**src/rtl/brick_game_pkg.sv**
```systemverilog
// Shared types and constants for the brick-breaker game path.
// Latency: n/a (declarations only).
// Backpressure: n/a.
package brick_game_pkg;

  typedef enum logic [2:0] {
    SERVE   = 3'd0,
    PLAY    = 3'd1,
    RESPAWN = 3'd2,
    WON     = 3'd3,
    LOST    = 3'd4
  } game_state_t;

  localparam int NUM_BRICKS_DEFAULT = 9;

  // 24-bit RGB colours consumed by color_mapper.
  localparam logic [23:0] BRICK_COLOR  = 24'hE0_40_20;
  localparam logic [23:0] PADDLE_COLOR = 24'h20_A0_E0;
  localparam logic [23:0] BALL_COLOR   = 24'hFF_FF_FF;
  localparam logic [23:0] BG_COLOR     = 24'h10_10_30;
  localparam logic [23:0] WIN_COLOR    = 24'h20_C0_40;
  localparam logic [23:0] LOSE_COLOR   = 24'hC0_20_20;

  // Unsigned 16-bit add that clamps at all-ones instead of wrapping.
  function automatic logic [15:0] sat_add16(input logic [15:0] a, input logic [15:0] b);
    logic [16:0] sum;
    sum = {1'b0, a} + {1'b0, b};
    return sum[16] ? 16'hFFFF : sum[15:0];
  endfunction

endpackage

```
**src/rtl/edge_detect_rise.sv**
```systemverilog
// Rising-edge detector for a level input (e.g. a decoded key).
// Latency: combinational pulse in the cycle the level first reads high.
// Backpressure: none; history resets to 1 so a level held through reset gives no pulse.
//
// Ports: clk, rst_n (async active-low), sig (level in), rise (pulse out).
module edge_detect_rise (
  input  logic clk,
  input  logic rst_n,
  input  logic sig,
  output logic rise
);

  logic sig_d;

  always_ff @(posedge clk or negedge rst_n) begin
    if (!rst_n) begin
      sig_d <= 1'b1;
    end else begin
      sig_d <= sig;
    end
  end

  assign rise = sig & ~sig_d;

endmodule

```
**src/rtl/brick_game_ctrl.sv**
```systemverilog
// Per-frame game sequencer: bricks, lives, score, serve/play/respawn/win/lose.
// Latency: registered outputs update one frame after the triggering input.
// Backpressure: none; every hit_valid cycle is acked on the next frame.
//
// Ports: frame_clk, Reset (async active-low), start (key level),
//        hit_valid/hit_idx -> hit_ack, ball_missed, brick_exists, ball_hold,
//        ball_launch, lives, score, did_win_game, did_lose_game.
module brick_game_ctrl
  import brick_game_pkg::*;
#(
  parameter int NUM_BRICKS       = NUM_BRICKS_DEFAULT,
  parameter int START_LIVES      = 3,
  parameter int POINTS_PER_BRICK = 10,
  parameter int RESPAWN_FRAMES   = 60
) (
  input  logic                  frame_clk,
  input  logic                  Reset,
  input  logic                  start,
  input  logic                  hit_valid,
  input  logic [3:0]            hit_idx,
  output logic                  hit_ack,
  input  logic                  ball_missed,
  output logic [NUM_BRICKS-1:0] brick_exists,
  output logic                  ball_hold,
  output logic                  ball_launch,
  output logic [2:0]            lives,
  output logic [15:0]           score,
  output logic                  did_win_game,
  output logic                  did_lose_game
);

  localparam int CNT_W = (RESPAWN_FRAMES > 1) ? $clog2(RESPAWN_FRAMES) : 1;
  localparam logic [CNT_W-1:0]      CNT_LAST   = CNT_W'(RESPAWN_FRAMES - 1);
  localparam logic [NUM_BRICKS-1:0] ALL_BRICKS = '1;
  localparam logic [NUM_BRICKS-1:0] ONE_BRICK  = NUM_BRICKS'(1);
  localparam logic [2:0]            LIVES_INIT = 3'(START_LIVES);
  localparam logic [15:0]           POINTS     = 16'(POINTS_PER_BRICK);

  game_state_t           state, state_nxt;
  logic [NUM_BRICKS-1:0] bricks_nxt;
  logic [2:0]            lives_nxt;
  logic [15:0]           score_nxt;
  logic [CNT_W-1:0]      respawn_cnt, cnt_nxt;
  logic                  launch_nxt;
  logic                  start_rise;

  logic                  hit_in_range;
  logic [NUM_BRICKS-1:0] hit_mask;
  logic                  hit_effective;
  logic [NUM_BRICKS-1:0] bricks_after_hit;

  edge_detect_rise u_start_edge (
    .clk   (frame_clk),
    .rst_n (Reset),
    .sig   (start),
    .rise  (start_rise)
  );

  // Out-of-range indices produce no effect; the mask is also gated so a
  // shift past the vector width can never alias onto a real brick.
  assign hit_in_range     = 32'(hit_idx) < 32'(NUM_BRICKS);
  assign hit_mask         = hit_in_range ? (ONE_BRICK << hit_idx) : '0;
  assign hit_effective    = hit_valid && |(brick_exists & hit_mask);
  assign bricks_after_hit = brick_exists & ~hit_mask;

  always_ff @(posedge frame_clk or negedge Reset) begin
    if (!Reset) begin
      state        <= SERVE;
      brick_exists <= ALL_BRICKS;
      lives        <= LIVES_INIT;
      score        <= 16'd0;
      respawn_cnt  <= '0;
      hit_ack      <= 1'b0;
      ball_launch  <= 1'b0;
    end else begin
      state        <= state_nxt;
      brick_exists <= bricks_nxt;
      lives        <= lives_nxt;
      score        <= score_nxt;
      respawn_cnt  <= cnt_nxt;
      // Every presented hit is consumed, whatever state we are in.
      hit_ack      <= hit_valid;
      ball_launch  <= launch_nxt;
    end
  end

  always_comb begin
    state_nxt  = state;
    bricks_nxt = brick_exists;
    lives_nxt  = lives;
    score_nxt  = score;
    cnt_nxt    = respawn_cnt;
    launch_nxt = 1'b0;

    unique case (state)
      SERVE: begin
        if (start_rise) begin
          launch_nxt = 1'b1;
          state_nxt  = PLAY;
        end
      end

      PLAY: begin
        if (hit_effective) begin
          bricks_nxt = bricks_after_hit;
          score_nxt  = sat_add16(score, POINTS);
        end
        // Clearing the last brick wins even if the ball was also missed.
        if (hit_effective && (bricks_after_hit == '0)) begin
          state_nxt = WON;
        end else if (ball_missed) begin
          if (lives > 3'd1) begin
            lives_nxt = lives - 3'd1;
            cnt_nxt   = '0;
            state_nxt = RESPAWN;
          end else begin
            lives_nxt = 3'd0;
            state_nxt = LOST;
          end
        end
      end

      RESPAWN: begin
        cnt_nxt = respawn_cnt + 1'b1;
        if (respawn_cnt == CNT_LAST) begin
          state_nxt = SERVE;
        end
      end

      WON, LOST: begin
        // Restart parks the ball; a fresh key press is needed to serve.
        if (start_rise) begin
          bricks_nxt = ALL_BRICKS;
          lives_nxt  = LIVES_INIT;
          score_nxt  = 16'd0;
          state_nxt  = SERVE;
        end
      end

      default: begin
        state_nxt = SERVE;
      end
    endcase
  end

  assign ball_hold     = (state == SERVE) || (state == RESPAWN);
  assign did_win_game  = (state == WON);
  assign did_lose_game = (state == LOST);

endmodule

```
**config.mk**
```make
export PLATFORM = sky130hd
export DESIGN_NAME = brick_game_ctrl
export DESIGN_NICKNAME = d
export VERILOG_FILES = /design/src/rtl/brick_game_pkg.sv /design/src/rtl/edge_detect_rise.sv /design/src/rtl/brick_game_ctrl.sv
export SDC_FILE = /design/constraint.sdc
export NUM_CORES = 1
export LEC_CHECK = 0
export ABC_AREA = 1
export ABC_CLOCK_PERIOD_IN_PS = 1700
export CAP_MARGIN = 40
export CORE_UTILIZATION = 48
export CTS_CLUSTER_SIZE = 40
export DETAILED_ROUTE_END_ITERATION = 8
export PLACE_DENSITY = 0.85
export REMOVE_ABC_BUFFERS = 1
export SKIP_LAST_GASP = 1
export SYNTH_ARGS = -nofsm -noshare
export SYNTH_HDL_FRONTEND = slang
export SYNTH_SLANG_ARGS = --single-unit
```
**constraint.sdc**
```tcl
create_clock -name frame_clk -period 1.7 [get_ports frame_clk]
set_clock_uncertainty 0.05 [all_clocks]
set_input_delay 0.17 -clock frame_clk [delete_from_list [all_inputs] [get_ports frame_clk]]
set_output_delay 0.17 -clock frame_clk [all_outputs]
set_load 0.02 [all_outputs]
```
# Word level (Yosys, flattened, before mapping)
# Cells that the tools add are included.
[classes] reduce_logical=13 mux=26 shift=1 bitwise=5 n_lt_le_gt_ge=2 n_addsub=3 n_eq_ne=13
[ops] operator="$mux W16" n=3
[ops] operator="$pmux W16 S2" n=1
[ops] operator="$mux W3" n=10
[ops] operator="$mux W9" n=3
[ops] operator="$and A9 B9 Y9" n=2
[ops] operator="$mux W6" n=3
[ops] operator="$pmux W9 S2" n=1
[ops] operator="$add A16 B4 Y17 const B" n=1
[ops] operator="$ne A2 B2 Y1 const B" n=7
[ops] operator="$pmux W3 S4" n=1
[ops] operator="$pmux W6 S2" n=1
[ops] operator="$reduce_and A4 Y1" n=3
[ops] operator="$logic_not A9 Y1" n=1
[ops] operator="$not A9 Y9" n=1
[ops] operator="$reduce_or A9 Y1" n=1
[ops] operator="$shl A1 B4 Y9 const A" n=1
[ops] operator="$add A6 B1 Y6 const B" n=1
[ops] operator="$eq A3 B2 Y1 const B" n=2
[ops] operator="$eq A6 B6 Y1 const B" n=1
[ops] operator="$pmux W3 S2" n=1
[ops] operator="$lt A4 B4 Y1 const B" n=1
[ops] operator="$reduce_bool A2 Y1" n=2
[ops] operator="$eq A3 B1 Y1 const B" n=1
[ops] operator="$eq A3 B3 Y1 const B" n=1
[ops] operator="11 further kinds" n=13
[word_totals] reg_bits=40 output_inout_bits=33 word_cells=71

# Depth between registers and ports, before layout
# Gate-level depths: netlist (run 1).
[logic_depth] depth_word=8 ltp_mapped=13

# Modules after synthesis
# Synthesis (run 1) repeated with hierarchy kept, for this count alone.
[unflattened] cells_unflattened=334 area_unflattened_um2=2542.4
[modules_own_cells] module="brick_game_ctrl" area_each_um2=2506.2 n_inst=1 seq_area_each_um2=989.7 cells_each=331
[modules_own_cells] module="edge_detect_rise" area_each_um2=36.3 n_inst=1 seq_area_each_um2=26.3 cells_each=3

# Least setup slack after synthesis (run 1)
# OpenSTA, ideal clock, no wires.
[synth_path] path_kind="flip-flop to flip-flop" startpoint="reg score[2]" endpoint="reg score[9]" n_path_buf=0 required_ns=1.527 setup_time_ns=0.123 period_less_slack_ns=1.873 path_stages_with_launch=11 setup_slack_ns=-0.173 arrival_time_ns=1.700 cell_sequence="dfrtp_1 ha_1 o21ai_0 or2_2 nor2_1 inv_1 nor2_1 xnor2_1 inv_1 o21ai_0 nand2_1"
[synth_via] elab_chain_len=4
[synth_rtl] item="from (decl)" line="brick_game_ctrl.sv:27" text="output logic [15:0] score,"
[synth_rtl] item="from (signal assigned)" line="brick_game_ctrl.sv:79" text="score <= score_nxt;"
[synth_rtl] item="$add A16 B4 Y17" line="brick_game_pkg.sv:27" text="sum = {1'b0, a} + {1'b0, b};"
[synth_rtl] item="$mux W16" line="brick_game_pkg.sv:28" text="return sum[16] ? 16'hFFFF : sum[15:0];"
[synth_rtl] item="$mux W16" line="brick_game_ctrl.sv:104" text="if (hit_effective) begin"
[synth_rtl] item="$pmux W16 S2" line="brick_game_ctrl.sv:95" text="unique case (state)"
# No other way between the ends. The select of a mux whose other input is x is not followed.
# A chain may end at the register's enable or synchronous reset.

# Worst setup path in the final report (run 1)
[layout_path] startpoint="reg state[1]" endpoint="reg brick_exists[5]"
[layout_via] elab_chain_len=4 elab_cells_between_ends=9 cone_classes="eq/ne: 5; mux: 1; reduce/logical: 3"
[layout_rtl] item="from (decl)" line="brick_game_ctrl.sv:39" text="game_state_t state, state_nxt;"
[layout_rtl] item="from (signal assigned)" line="brick_game_ctrl.sv:76" text="state <= state_nxt;"
[layout_rtl] item="$eq A3 B2 Y1 / $eq A3 B3 Y1 (equally long branches)" line="brick_game_ctrl.sv:95"
[layout_rtl] item="$reduce_or A2 Y1" line="brick_game_ctrl.sv:95"
[layout_rtl] item="$ne A2 B2 Y1 (no source line) / $reduce_bool A2 Y1 (equally long branches)"
[layout_rtl] item="$reduce_and A3 Y1 (no source line)"
[layout_rtl] item="to (signal assigned)" line="brick_game_ctrl.sv:77" text="brick_exists <= bricks_nxt;"
[layout_rtl] item="to (decl)" line="brick_game_ctrl.sv:23" text="output logic [NUM_BRICKS-1:0] brick_exists,"
# Parallel ways exist; a longest one is shown, timed or not.

==> run metrics, run 1 <==
status finished with violations; violated checks negative setup slack; Initial DRC Count around 280; period utilization 107%; Ant. Diodes 0; Multi-input gate area 1390 um2; global route overflow 0; Slew Limit Fails 0; utilization after layout between 70% and 80%; post-synthesis sequential area ratio between 40% and 50%; RD Place Congestion roughly 0.9; H-tree lvl count 2; Primary FF master, synth dfrtp_1; class of the worst hold path input port to flip-flop; Worst-path clk slew ~0.08 ns; number of synthesized flops with an enable pin 0; hpwl dp 4480 um; DRC 0; Critical-path top delay cell dfrtp_2; number of clock sinks 40; Vias 2618; largest family of logic cells by synthesized area simple AND/OR/NAND/NOR gates; IO Pins 42; fmax between 500 and 600 MHz; Fill cells 325; Die W a little over 70 um; Layout area overhead 48.0%; area of the mapped netlist approximately 2400 um2; WP data required about 1.9 ns; critical path's most frequent cell nand2_1; post-synthesis async set-or-reset flop share between 90% and 100%; Post-Synthesis Cells 319; nature of the critical path startpoint flip-flop; Register Area about 1000 um2; Arr. time, crit path ~2.0 ns; WS Path Type flip-flop to flip-flop; Syn Area/Cell 7.54 um2; area of the core around 4800 um2; Synth Area in Compound Gates 14.8%; TritonCTS clock tree built; Worst VDD drop approximately 1100 uV; Die H 72.8 um; starting density of the core about 50%; total power a little under 7000 uW; drt via density about 5.5; Slew Limit Headroom 71.9%; Seq cells post-synth 40; CP cell instances nor2_2, nand2_1, inv_1, o21ai_4, a21oi_4, buf_4, nand2_1, nand2_1, o21ai_0; Slew @ Worst Pin 0.422 ns; number of global-route vias before repair about 2400; Clock Latency Late Sink about 0.30 ns; CP peak stage delay between 0.4 and 0.5 ns; overall global routing resource usage around a quarter; Num CTS Buffers 5; portion of netlist area occupied by mux cells 0%; Crit. End Element flip-flop; post-synth cell types 34; final hold vios 0; Setup WS post-layout -0.127 ns; clk buf depth 2; Final min period about 1.8 ns; RSZ-0062 raised after global routing yes; setup_tns -1.21 ns; nets 420; pin count of the biggest net entering global routing 25; final wirelength roughly 7300 um; Port Buf Inserts 41; xor/xnor share of the synthesized area under 10%; PwrDens around 1900 nW/um2; synth warn 0; Root Buffer clkbuf_8; Synth Area in Adders 2.08%; Pleak ~0.0017 uW; Die ar. about 5300 um2; simple-gate portion of the synthesized area 29.5%; critical path fanouts, max 6; share of layout cells above drive strength 1 between 20 and 30%; final setup fails 24; Final ANT Viol Nets 0; Max-Cap Viols 0; first-pass detailed-route iteration total 5; first-pass GRT wire length about 10000 um; FP Rows 25; initial antenna violation count 0; wire per inst ~15 um
per-layer routing:
metal  wire, um  vias to the layer above  track usage, %
li1           -                     1225               -
met1       2980                     1252            32.8
met2       3700                      116            42.2
met3        418                       25            5.39
met4        223                        0            13.9
met5          0                        -               0
cell usage in the layout (no fill, tap or decap), types with 3 or more instances in the layout:
master / n
a21oi_1: 5
buf_4: 35
buf_6: 4
clkbuf_2: 3
clkbuf_8: 6
clkdlybuf4s50_1: 23
dfrtp_1: 24
dfrtp_2: 4
dfstp_2: 12
dlygate4sd2_1: 6
dlymetal6s2s_1: 7
ha_1: 3
inv_1: 30
inv_2: 6
nand2_1: 78
nand2_2: 4
nand2_4: 4
nand3_1: 22
nand4_1: 6
nor2_1: 17
nor2_2: 4
nor2_4: 7
nor3_2: 3
o21ai_0: 17
o21ai_1: 25
o21ai_2: 7
o22ai_1: 4
xnor2_1: 5
xor2_1: 6
what timing repair did:
action / in CTS / in global routing
pin swaps: 16 / 22
buffers inserted: 5 / 2
resized for setup: 30 / 69
setup endpoints to repair: 41 / 45
endpoints found under the hold margin: 7 / 0
hold buffers: 1 / 0
cloned: 1 / 2
worst paths after layout:
path,start,to,slack [ns],cells after the start
worst max register to register,state[1],brick_exists[5],-0.13,9
worst max-delay path,state[1],brick_exists[5],-0.13,9
worst min register to register,brick_exists[3],brick_exists[3],0.46,2
max in group asynchronous,Reset,lives[1],0.78,3
min in group asynchronous,Reset,hit_ack,0.28,2
worst min-delay path,start,u_start_edge.sig_d,0.25,1
state kept, by name (all words and copies together), names as in the netlist:
| register | cells |
|---|---|
| score | 16 |
| brick_exists | 9 |
| respawn_cnt | 6 |
| lives | 3 |
| state | 3 |
| ball_launch | 1 |
| hit_ack | 1 |
| u_start_edge.sig_d | 1 |
report_power, final:
part | internal (uW) | leakage (uW) | switching (uW)
logic | 1940 | 0.00114 | 2460
registers | 1420 | 0.000493 | 394
clock network | 324 | 0.0000510 | 347
total | 3690 | 0.00169 | 3200
synthesized netlist by cell type, types with 2 or more instances:
cell type / n / area (um2)
inv_1: 36 / 135
nand3_2: 3 / 30.0
nand2_2: 3 / 18.8
dfstp_2: 12 / 315
nand3_1: 23 / 115
nor2_2: 4 / 25.0
xor2_1: 6 / 52.6
nor2_1: 22 / 82.6
nor2_4: 2 / 22.5
inv_2: 2 / 7.51
buf_4: 2 / 15.0
or2_2: 2 / 12.5
o21ai_1: 19 / 95.1
o22ai_1: 4 / 25.0
nor3_1: 5 / 25.0
xnor2_1: 5 / 43.8
ha_1: 4 / 50.1
dfrtp_1: 28 / 701
o21ai_0: 30 / 150
nand4_1: 6 / 37.5
nand2_1: 83 / 312
a21oi_1: 6 / 30.0
cell families (layout without fill, tap and decap cells):
family,count (synthesis),after routing
and+or+nand+nor,156,156
xor gates and xnor gates,11,11
DFF,40,40
adders and majority gates,4,4
buffers and inverters,43,132
AOI/OAI and AO/OA,65,65
worst max-delay path: cells and delay by family (launching register included):
family                 cells  cell delay (ns)
flip-flops                 1             0.46
AO/OA/AOI/OAI              3             0.48
AND/OR/NAND/NOR            4             0.41
buffers and inverters      2             0.33
per-stage QoR:
step | hold slack [ns] | area, um2 | worst slack [ns] | std cells
2_1_floorplan | -0.176 | 2370 | -0.254 | 314
3_3_place_gp | 0.0807 | 3130 | -0.398 | 457
3_5_place_dp | 0.0859 | 3130 | -0.472 | 457
4_1_cts | 0.247 | 3330 | -0.00410 | 472
5_1_grt | 0.250 | 3560 | -0.168 | 475
6_report | 0.249 | 3560 | -0.127 | 475
layout make-up:
type / count / share of cell area (%)
Multi-Input combinational cell: 236 / 39.0
Sequential cell: 40 / 28.7
Timing Repair Buffer: 86 / 23.1
Inverter: 38 / 4.18
Tap cell: 67 / 2.36
Clock buffer: 6 / 2.32
Clock inverter: 2 / 0.281
Note: power is estimated with default switching activity, not from simulation.
==> run 2, diff against run 1 <==
Settings changed: PLACE_DENSITY 0.85 to 0.84, SYNTH_HIERARCHICAL set to 1.
==> run metrics, run 2 <==
status finished clean; total power 3940 uW (-43%); reg2reg path depth 8 (-1); nature of the critical path startpoint flip-flop; Post-Synthesis Cells 334 (+4.7%); Multi-input gate area 1370 um2 (-1.4%); FP Rows 26 (+4.0%); TritonCTS clock tree built; Cell Area, Placed 3210 um2 (+2.4%); starting density of the core 49.8% (-0.47 points); Fill cells 445 (+37%); Setup WS post-layout 0.0315 ns (+0.159 ns); post-synth cell types 39 (+15%); Primary FF master, synth dfrtp_1; Worst-path clk slew 0.07 ns (about the same); Final ANT Viol Nets 0 (unchanged); Register Area 1020 um2 (-0.24%); hpwl dp 4430 um (-1.1%); Crit. End Element primary output; Die H 74.8 um (+2.7%); Die ar. 5590 um2 (+5.6%); Vias 2458 (-6.1%); period utilization 98.1% (-9.4 points); post-synthesis async set-or-reset flop share 100% (unchanged); cell accounting for the most synthesized area dfrtp_1; Worst Setup SP brick_exists[5]; pin count of the biggest net entering global routing 25 (unchanged); area of the mapped netlist 2540 um2 (+5.7%); Post-Layout Cell Count 477 (+0.42%); placed cell count 467 (+2.2%); Pleak 0.00167 uW (-1.1%); Place WS -0.366 ns (+0.106 ns); hold_sp start; Critical Path Stages 1 (-8); Ant. Diodes 0 (unchanged); Initial DRC Count 168 (-40%); critical path fanouts, max 3 (-3); most common cell after layout, fill and taps aside nand2_1; first-pass GRT wire length 9540 um (-9.0%); overall global routing resource usage 22.4% (-3.7 points); Yosys top cell area share 27.6% (-1.6 points); WP data required 1.48 ns (-0.39 ns); Root Buffer clkbuf_8; global route overflow 0 (unchanged); number of synthesized flops with an enable pin 0 (unchanged); Crit path max-delay family buffers and inverters; most frequent cell after synthesis nand2_1; Synth top cells by count nand2_1 (102), inv_1 (36), dfrtp_1 (28); class of the worst hold path input port to flip-flop; PwrDens 1170 nW/um2 (-39%); CP cell instances clkdlybuf4s50_1; final setup fails 0 (-100%); final hold vios 0 (unchanged); Buf/Inv on CP 1 (-1); CP peak stage delay 0.61 ns (+0.15 ns); Seq cells post-synth 40 (unchanged); final wirelength 5930 um (-19%); area of the core 5110 um2 (+6.7%); clk buf depth 2 (unchanged); Worst VDD drop 886 uV (-18%); Largest register FFs 16 (unchanged); nets 419 (-0.24%); first-pass detailed-route iteration total 5 (unchanged); Critical-path top delay cell clkdlybuf4s50_1; WS Path Type flip-flop to primary output; biggest regs score (16), brick_exists (9), respawn_cnt (6); share of layout cells above drive strength 1 24.8% (-5.1 points); Clock Latency Late Sink 0.29 ns (about the same); number of global-route vias before repair 2255 (-4.4%); number of clock sinks 40 (unchanged); wire per inst 12.4 um (-19%); RD Place Congestion 0.904 (+1.8%); Arr. time, crit path 1.45 ns (-0.55 ns); post-synthesis sequential area ratio 40.0% (-2.3 points); DRC 0 (unchanged); Cells on Worst Hold Path 1 (unchanged); Port Buf Inserts 41 (unchanged); Slew @ Worst Pin 0.419 ns (-0.00274 ns); Final min period 1.67 ns (-0.159 ns); fmax 599 MHz (+9.5%); Die W 74.8 um (+2.7%); most frequent cells in the layout nand2_1 (101), inv_1 (35), nand3_1 (26), dfrtp_1 (26), buf_4 (26); drt via density 5.15 (-6.5%); synth warn 6 (+6); IO Pins 42 (unchanged); Max-Cap Viols 0 (unchanged); post-route cell area 3360 um2 (-5.5%); initial antenna violation count 0 (unchanged); Slew Limit Headroom 72.1% (+0.18 points); H-tree lvl count 2 (unchanged); Num CTS Buffers 5 (unchanged); Slew Limit Fails 0 (unchanged); Syn Area/Cell 7.61 um2 (+0.98%); worst r2r src lives[0]; Reg with most FFs score; Layout area overhead 32.3%; top post-synthesis cells by area dfrtp_1 (28%), nand2_1 (15%), dfstp_2 (12%), inv_1 (5.3%), nand3_1 (5.1%); utilization after layout 65.9% (-8.5 points)
==> run 2: cell count changes in the layout (fill, tap and decap cells not counted), sizes merged, moves of 4 or more <==
| cell | change |
|---|---|
| xnor2 | -4 |
| inv | +6 |
| buf | -15 |
| nand3 | +4 |
| nor2 | +5 |
| clkbuf | -4 |
| o21ai | -25 |
| nand2 | +21 |
==> run 2: timing repair <==
| item | CTS | global route |
|---|---|---|
| buffers inserted | 0 | 1 |
| gates resized for setup | 11 | 23 |
| hold buffers | 1 | 0 |
| pin swaps | 3 | 3 |
| setup endpoints to repair | 21 | 34 |
| endpoints found under the hold margin | 14 | 0 |
==> run 2: area by class of cell <==
class / count / area share [%]
Clock buffer: 6 / 2.46
Tap cell: 70 / 2.60
Multi-Input combinational cell: 246 / 40.7
Inverter: 44 / 4.91
Clock inverter: 2 / 0.298
Sequential cell: 40 / 30.3
Timing Repair Buffer: 69 / 18.7
==> run 2: logic make-up after synthesis <==
family                     after synthesis  share of synthesized area, %
AOI/OAI and AO/OA                       42                          10.1
xor gates and xnor gates                 7                          2.41
adders and majority gates                4                          1.97
buffers and inverters                   48                          7.87
DFF                                     40                          40.0
and+or+nand+nor                        193                          37.6
==> run 2: per-stage QoR <==
step / setup TNS [ns] / hold slack [ns]
2_1_floorplan: -0.129 / -0.176
3_3_place_gp: -10.35 / 0.0742
3_5_place_dp: -10.88 / 0.0750
4_1_cts: -0.0396 / 0.257
5_1_grt: -0.0687 / 0.256
6_report: 0 / 0.266
==> run 2: metal layers <==
layer	wire length [um]	vias to the layer above	share of wire [%]	track usage [%]
met5	0	-	0	0
met4	113	0	1.9	9.43
met3	296	13	5.0	4.82
met2	2820	81	48	36.7
met1	2700	1132	46	28.7
li1	-	1232	-	-
==> run 2: path summary, 6_finish.rpt <==
path / endpoint / slack [ns]
worst max-delay path: brick_exists[5] / 0.03
worst min-delay path: u_start_edge/sig_d / 0.27
worst max register to register: lives[2] / 0.04
worst min register to register: brick_exists[7] / 0.46
max in group asynchronous: brick_exists[8] / 0.76
min in group asynchronous: score[2] / 0.28
==> run 2: power by group <==
part	internal, uW	switching [uW]	total [uW]
clock network	324	331	655
logic	815	1140	1950
registers	1150	183	1340
